**config.mk**
```make
export PLATFORM = sky130hd
export DESIGN_NAME = usart_rx_fifo
export DESIGN_NICKNAME = d
export VERILOG_FILES = /design/src/rtl/usart_rx_fifo.sv
export SDC_FILE = /design/constraint.sdc
export NUM_CORES = 1
export LEC_CHECK = 0
export CAP_MARGIN = 20
export CORE_UTILIZATION = 59
export CTS_CLUSTER_DIAMETER = 40
export DETAILED_ROUTE_END_ITERATION = 8
export GPL_TIMING_DRIVEN = 1
export PLACE_DENSITY = 0.9
export REMOVE_ABC_BUFFERS = 1
export SLEW_MARGIN = 20
export SYNTH_ARGS = -nofsm -noshare
export SYNTH_HDL_FRONTEND = slang
export SYNTH_SLANG_ARGS = --single-unit
```
**constraint.sdc**
```tcl
create_clock -name i_clk -period 3.09 [get_ports i_clk]
set_input_delay 0.618 -clock i_clk [delete_from_list [all_inputs] [get_ports i_clk]]
set_output_delay 0.618 -clock i_clk [all_outputs]
set_load 0.01 [all_outputs]
```
**src/rtl/usart_rx_fifo.sv**
```systemverilog
// Show-ahead receive FIFO for the USART receiver: stores each frame with its
// frame-error, parity-error and data-overrun flags, and reports fill status.
module usart_rx_fifo #(
  parameter int DATA_W = 9,
  parameter int DEPTH  = 4,
  parameter int THRESH = 2,
  parameter int LVL_W  = $clog2(DEPTH) + 1
) (
  input  logic              i_clk,
  input  logic              i_rst_n,
  input  logic [DATA_W-1:0] i_rx_data,
  input  logic              i_rx_valid,
  input  logic              i_frame_error,
  input  logic              i_parity_error,
  input  logic              i_mcu_read,
  input  logic              i_flush,
  output logic [DATA_W-1:0] o_data,
  output logic              o_data_valid,
  output logic              o_frame_error_flag,
  output logic              o_parity_error_flag,
  output logic              o_data_overrun_flag,
  output logic [LVL_W-1:0]  o_level,
  output logic              o_full,
  output logic              o_thresh
);

  localparam int PTR_W = $clog2(DEPTH);
  localparam int ENT_W = DATA_W + 3;

  logic [ENT_W-1:0] mem_q [DEPTH];
  logic [ENT_W-1:0] mem_d [DEPTH];
  logic [PTR_W-1:0] wr_ptr_q, wr_ptr_d;
  logic [PTR_W-1:0] rd_ptr_q, rd_ptr_d;
  logic [LVL_W-1:0] level_q, level_d;
  logic             ovr_q, ovr_d;

  logic             empty;
  logic             full;
  logic             pop;
  logic             push;
  logic             drop;
  logic [ENT_W-1:0] head;

  assign empty = (level_q == '0);
  assign full  = (level_q == LVL_W'(DEPTH));
  assign pop   = i_mcu_read && !empty;
  assign push  = i_rx_valid && (!full || pop);
  assign drop  = i_rx_valid && full && !pop;

  // Flush wins over everything; a write in the flush cycle vanishes silently.
  always_comb begin
    mem_d    = mem_q;
    wr_ptr_d = wr_ptr_q;
    rd_ptr_d = rd_ptr_q;
    level_d  = level_q;
    ovr_d    = ovr_q;
    if (i_flush) begin
      wr_ptr_d = '0;
      rd_ptr_d = '0;
      level_d  = '0;
      ovr_d    = 1'b0;
    end else begin
      if (push) begin
        mem_d[wr_ptr_q] = {ovr_q, i_frame_error, i_parity_error, i_rx_data};
        wr_ptr_d        = wr_ptr_q + PTR_W'(1);
        ovr_d           = 1'b0;
      end
      if (drop) begin
        ovr_d = 1'b1;
      end
      if (pop) begin
        rd_ptr_d = rd_ptr_q + PTR_W'(1);
      end
      if (push && !pop) begin
        level_d = level_q + LVL_W'(1);
      end else if (pop && !push) begin
        level_d = level_q - LVL_W'(1);
      end
    end
  end

  always_ff @(posedge i_clk or negedge i_rst_n) begin
    if (!i_rst_n) begin
      for (int i = 0; i < DEPTH; i++) begin
        mem_q[i] <= '0;
      end
      wr_ptr_q <= '0;
      rd_ptr_q <= '0;
      level_q  <= '0;
      ovr_q    <= 1'b0;
    end else begin
      for (int i = 0; i < DEPTH; i++) begin
        mem_q[i] <= mem_d[i];
      end
      wr_ptr_q <= wr_ptr_d;
      rd_ptr_q <= rd_ptr_d;
      level_q  <= level_d;
      ovr_q    <= ovr_d;
    end
  end

  // Head entry is presented combinationally and masked to zero when empty.
  assign head                = mem_q[rd_ptr_q];
  assign o_data              = empty ? '0 : head[DATA_W-1:0];
  assign o_parity_error_flag = !empty && head[DATA_W];
  assign o_frame_error_flag  = !empty && head[DATA_W+1];
  assign o_data_overrun_flag = !empty && head[DATA_W+2];
  assign o_data_valid        = !empty;
  assign o_level             = level_q;
  assign o_full              = full;
  assign o_thresh            = (level_q >= LVL_W'(THRESH));

endmodule

```
# [Yosys cells after proc, flatten, opt, wreduce, memory -nomap -nowiden]
# Index checks and enable logic that the tools add are counted.
[totals] ff_bits=56 latch_bits=0 ram_bits=0 mem_bits_ro=0 inputBits=16 out_inout_bits=18 wordCells=58 memories=0
[classes] n_addsub=4 mul=0 div_mod_pow=0 order_cmp=4 eq_ne=1 shifts=0 mux=17 bitwise=3 n_reduce_logical=21
[ops] cell="bitwise mux 48 bit" n=1
[ops] cell="two-way mux 12 bit" n=3
[ops] cell="binary-select mux 12 bit (select 2 bit)" n=1
[ops] cell="demux 12 bit (select 2 bit)" n=1
[ops] cell="logical AND 1 bit" n=10
[ops] cell="two-way mux 3 bit" n=3
[ops] cell="two-way mux 9 bit" n=1
[ops] cell="two-way mux 2 bit" n=4
[ops] cell=">= comparator 3 bit, second input constant" n=2
[ops] cell="inverter 2 -> 3 bit" n=2
[ops] cell="nonzero test 3 bit" n=2
[ops] cell="adder 2 x 1 -> 2 bit, second input constant" n=2
[ops] cell="logical NOT 1 bit" n=4
[ops] cell="nonzero test 2 bit" n=2
[ops] cell="adder 3 x 1 -> 3 bit, second input constant" n=1
[ops] cell="== test 3 bit, second input constant" n=1
[ops] cell=">= comparator 3 x 2 -> 1 bit, second input constant" n=1
[ops] cell="logical NOT 3 bit" n=1
[ops] cell="less-than comparator 3 x 1 -> 1 bit, second input constant" n=1
[ops] cell="two-way mux 1 bit" n=3
[ops] cell="subtractor 3 x 1 -> 3 bit, second input constant" n=1
[ops] cell="AND reduction 2 bit" n=1
[ops] cell="logical OR 1 bit" n=1
[ops] cell="inverter 1 bit" n=1

# [Depth between registers and ports, before layout]
[depth] depth_word=10 mapped_depth=8 mapped_depth_nobuf=7

# [Least setup slack after synthesis]
# Ideal clock, no wire load.
[synth_timing] path_type="register -> output" start="register rd_ptr_q[0]" end="output port o_data[0]" arrival_time_ns=1.567 t_required_ns=2.472 path_slack_ns=0.905 path_stages_with_launch=5 path_buffers=2 cell_sequence="dfrtp_1 -> clkbuf_1 -> buf_2 -> mux4_2 -> nor2b_1"
[synth_between] elab_chain_cells=5
[synth_lines] element="from (decl)" line="33" rtl="logic [PTR_W-1:0] rd_ptr_q, rd_ptr_d;"
[synth_lines] element="from (signal assigned)" line="96" rtl="rd_ptr_q <= rd_ptr_d;"
[synth_lines] element="inverter 2 -> 3 bit (implied by the code)" line="103" rtl="assign head = mem_q[rd_ptr_q];"
[synth_lines] element="binary-select mux 12 bit (select 2 bit)" line="103"
[synth_lines] element="two-way mux 12 bit (implied by the code) (2 in a row)" line="103"
[synth_lines] element="two-way mux 9 bit" line="104" rtl="assign o_data = empty ? '0 : head[DATA_W-1:0];"
[synth_lines] element="to (decl)" line="17" rtl="output logic [DATA_W-1:0] o_data,"
# Every way passes these cells. The select of a mux whose other input is x is not followed.

# [Worst setup path in the final report]
[layout_timing] start="register rd_ptr_q[0]" end="output port o_data[8]"
# The elaborated chain is that of the path after synthesis.

==> impl_metrics.json <==
{
  "regToRegStartpoint": "o_level[2]",
  "wl_met1_mm": 2.315,
  "row_count": 24,
  "post-route-util_pct": 74.21,
  "synth_cell_types": 31,
  "endpoint_kind": "output pin",
  "fp.dieH_um": 70.57,
  "reg2reg_to": "mem_q[22]",
  "min_path_type": "in2async",
  "status": "finished, violations left",
  "cp-start-kind": "flip-flop",
  "coreArea_um2": 4444,
  "antenna_cells": 0,
  "final.period_utilization_pct": 90.36,
  "synthSimpleGateAreaFrac_pct": 9.698,
  "drive_gt1_share_pct": 20.43,
  "fin_tns_setup_ns": 0,
  "synth-warning-count": 0,
  "critPathKind": "reg2out",
  "seq_area_frac_synth_pct": 50.52,
  "ys_ff_latch": 56,
  "post_cts.repair.setup_buffers": 0,
  "numCtsBuffers": 5,
  "cts_max_level": 2,
  "dp_hpwl_mm": 3.471,
  "rsz0062_at_grt": "no",
  "clockBufferDepth": 2,
  "die_w_um": 70.57,
  "worstMarginPinSlew_ns": 1.107,
  "synth_top_family_by_area": "multiplexers",
  "synth_top_area_share_pct": 50.52,
  "placed_area_um2": 3187,
  "r2r_slack_ns": 0.91,
  "syn-cell-area_um2": 2774,
  "hold_viol": 0,
  "areaGrowthSynthToFinish_pct": 18.90,
  "drv_cap": 0,
  "grt_overflow": 0,
  "tritoncts": "done",
  "dieArea_um2": 4979,
  "ant_nets": 0,
  "critical_path.max_fanout": 12,
  "wl_mm": 5.006,
  "drt-pass1-iter-count": 6,
  "reg2regPathDepth": 3,
  "cts_hold_buf": 0,
  "dr.first_iter.drc_count": 75,
  "grt_pass1_wl_mm": 8.431,
  "slew_violations": 0,
  "synthTopCellsByArea": "dfrtp_1, mux2_1, mux4_2",
  "nNetsFinal": 255,
  "root_buffer": "clkbuf_8",
  "skew_ns": 0.007507,
  "routed-wl-met3_um": 134,
  "critPathMaxStageDelay_ns": 0.53,
  "irDropWorstVdd_mv": 0.4823,
  "vias": 1669,
  "clk_pin_slew_ns": 0.10,
  "synth_fa_ha_area_share_pct": 2.526,
  "boundaryPins": 34,
  "post-route-cell-area_um2": 3298,
  "fill_cells": 296,
  "violations": "DRC",
  "cts-resized-gates": 0,
  "fmax_mhz": 358.2,
  "cts.sinks": 56,
  "slowest_stage": "mux4_2",
  "syn_area_per_cell_um2": 14.01,
  "syn_inst": 198,
  "synth_compound_area_share_pct": 1.804,
  "synth_xor_area_share_pct": 0.9472,
  "path_cells": "buf_4 > mux4_2 > nor2b_1 > clkdlybuf4s50_1",
  "port_buffers": 33,
  "layout_min_cycle_time_ns": 2.792,
  "dr_wl_met2_mm": 2.505,
  "slew_headroom_pct": 25.83,
  "critPathRequiredTime_ns": 2.47,
  "grt_pass1_vias": 1708,
  "finalSetupViolations": 0,
  "cpLargestDelayFamily": "buffers and inverters",
  "insertion_delay_ns": 0.30,
  "drc_errors": 10,
  "detail_route.wl_per_cell_um": 17.44,
  "track_usage_pct": 22.40,
  "muxShareOfSynthArea_pct": 31.53,
  "antenna_found_initial": 0,
  "worst-path-buf-inv": 2,
  "gp_congestion": 0.8003,
  "powerDensity_nw_per_um2": 853.9,
  "synth_top_area_cell": "dfrtp_1",
  "grt_start_max_net_pins": 42,
  "p_leak_nw": 1.438,
  "routed.top_layer": "met4",
  "start_util_pct": 62.42,
  "viasPerCell": 5.815,
  "arrival_ns": 2.17
}
final cells by class:
type                    count  area [µm²]  share of cell area (%)
multi-input cells         123        1301                   39.45
flip-flops and latches     56        1401                   42.49
inverters                   5       18.77                  0.5690
repair buffers             43       400.4                   12.14
clock inverters             3       42.54                   1.290
well taps                  52       65.06                   1.973
clock buffers               5       68.82                   2.086
cell usage after synthesis (all sizes together):
library cell	count
nor2	12
o311ai	1
mux2i	3
inv	5
o21a	1
a221oi	1
or2	1
mux4	12
ha	4
xor2	2
nor4bb	3
fa	1
nor2b	14
xnor2	1
clkbuf	4
o31ai	1
or3	1
nand2	2
and2	1
nand2b	4
mux2	51
a31oi	2
nor3	2
o21ai	1
dfrtp	56
nor4b	2
buf	10
placed cells by master (no fill, tap or decap), types with 2 or more instances in the layout:
cell type and n:
xor2_1 2, buf_4 10, inv_1 5, nor2b_1 14
mux2_1 40, a31oi_1 2, nor2_1 12, ha_1 4
clkbuf_8 5, nand2b_1 4, mux2_2 11, nor4bb_2 3
nand2_1 2, mux4_2 12, dfrtp_1 56, clkdlybuf4s50_1 32
mux2i_1 3
where the power goes:
group / switching, mW / internal [mW]
Combinational: 0.444 / 0.716
Clock: 0.231 / 0.240
Sequential: 0.184 / 1.00
Total: 0.859 / 1.96
flip-flops by register name, indices dropped and copies added, names as in the netlist:
register,count
rd_ptr_q,2
ovr_q,1
o_level,3
wr_ptr_q,2
mem_q,48
per-stage QoR:
stage | total power, mW | instances | hold slack (ns) | setup WS, ns
2_1_floorplan | 1.858 | 184 | 0.3224 | 0.5255
3_3_place_gp | 2.313 | 279 | 0.4615 | 0.4496
3_5_place_dp | 2.371 | 279 | 0.4686 | 0.3844
4_1_cts | 2.843 | 287 | 0.2092 | 0.2645
5_1_grt | 2.991 | 287 | 0.2255 | 0.1786
6_report | 2.816 | 287 | 0.2037 | 0.2979
cell families after synthesis:
family	after synthesis
muxes	66
DFF	56
and+or+nand+nor	42
buffers and inverters	19
AOI/OAI and AO/OA	7
adders and majority gates	5
xor gates and xnor gates	3
worst reg2reg max path, cell delays in order, from the launching register on:
cell and delay (ns):
dfrtp_1 0.51, nor4b_4 0.22, nor3_2 0.89, mux2_2 0.44
how the worst max path moves through the flow:
stage	from	endpoint	slack (ns)	cells after the start
2_1_floorplan	o_level[2]	mem_q[36]	0.53	3
5_1_grt	rd_ptr_q[0]	o_data[0]	0.18	4
3_3_place_gp	i_mcu_read	mem_q[22]	0.45	4
3_5_place_dp	i_mcu_read	mem_q[22]	0.38	4
4_1_cts	rd_ptr_q[0]	o_data[8]	0.26	4
6_report	rd_ptr_q[0]	o_data[8]	0.30	4
layer usage:
layer	vias up	global-route usage [%]
met3	6	3.846
met1	857	30.27
met2	33	38.62
met5	-	0
met4	0	5.333
li1	773	-
No activity file was read; power rests on OpenSTA's default activity.
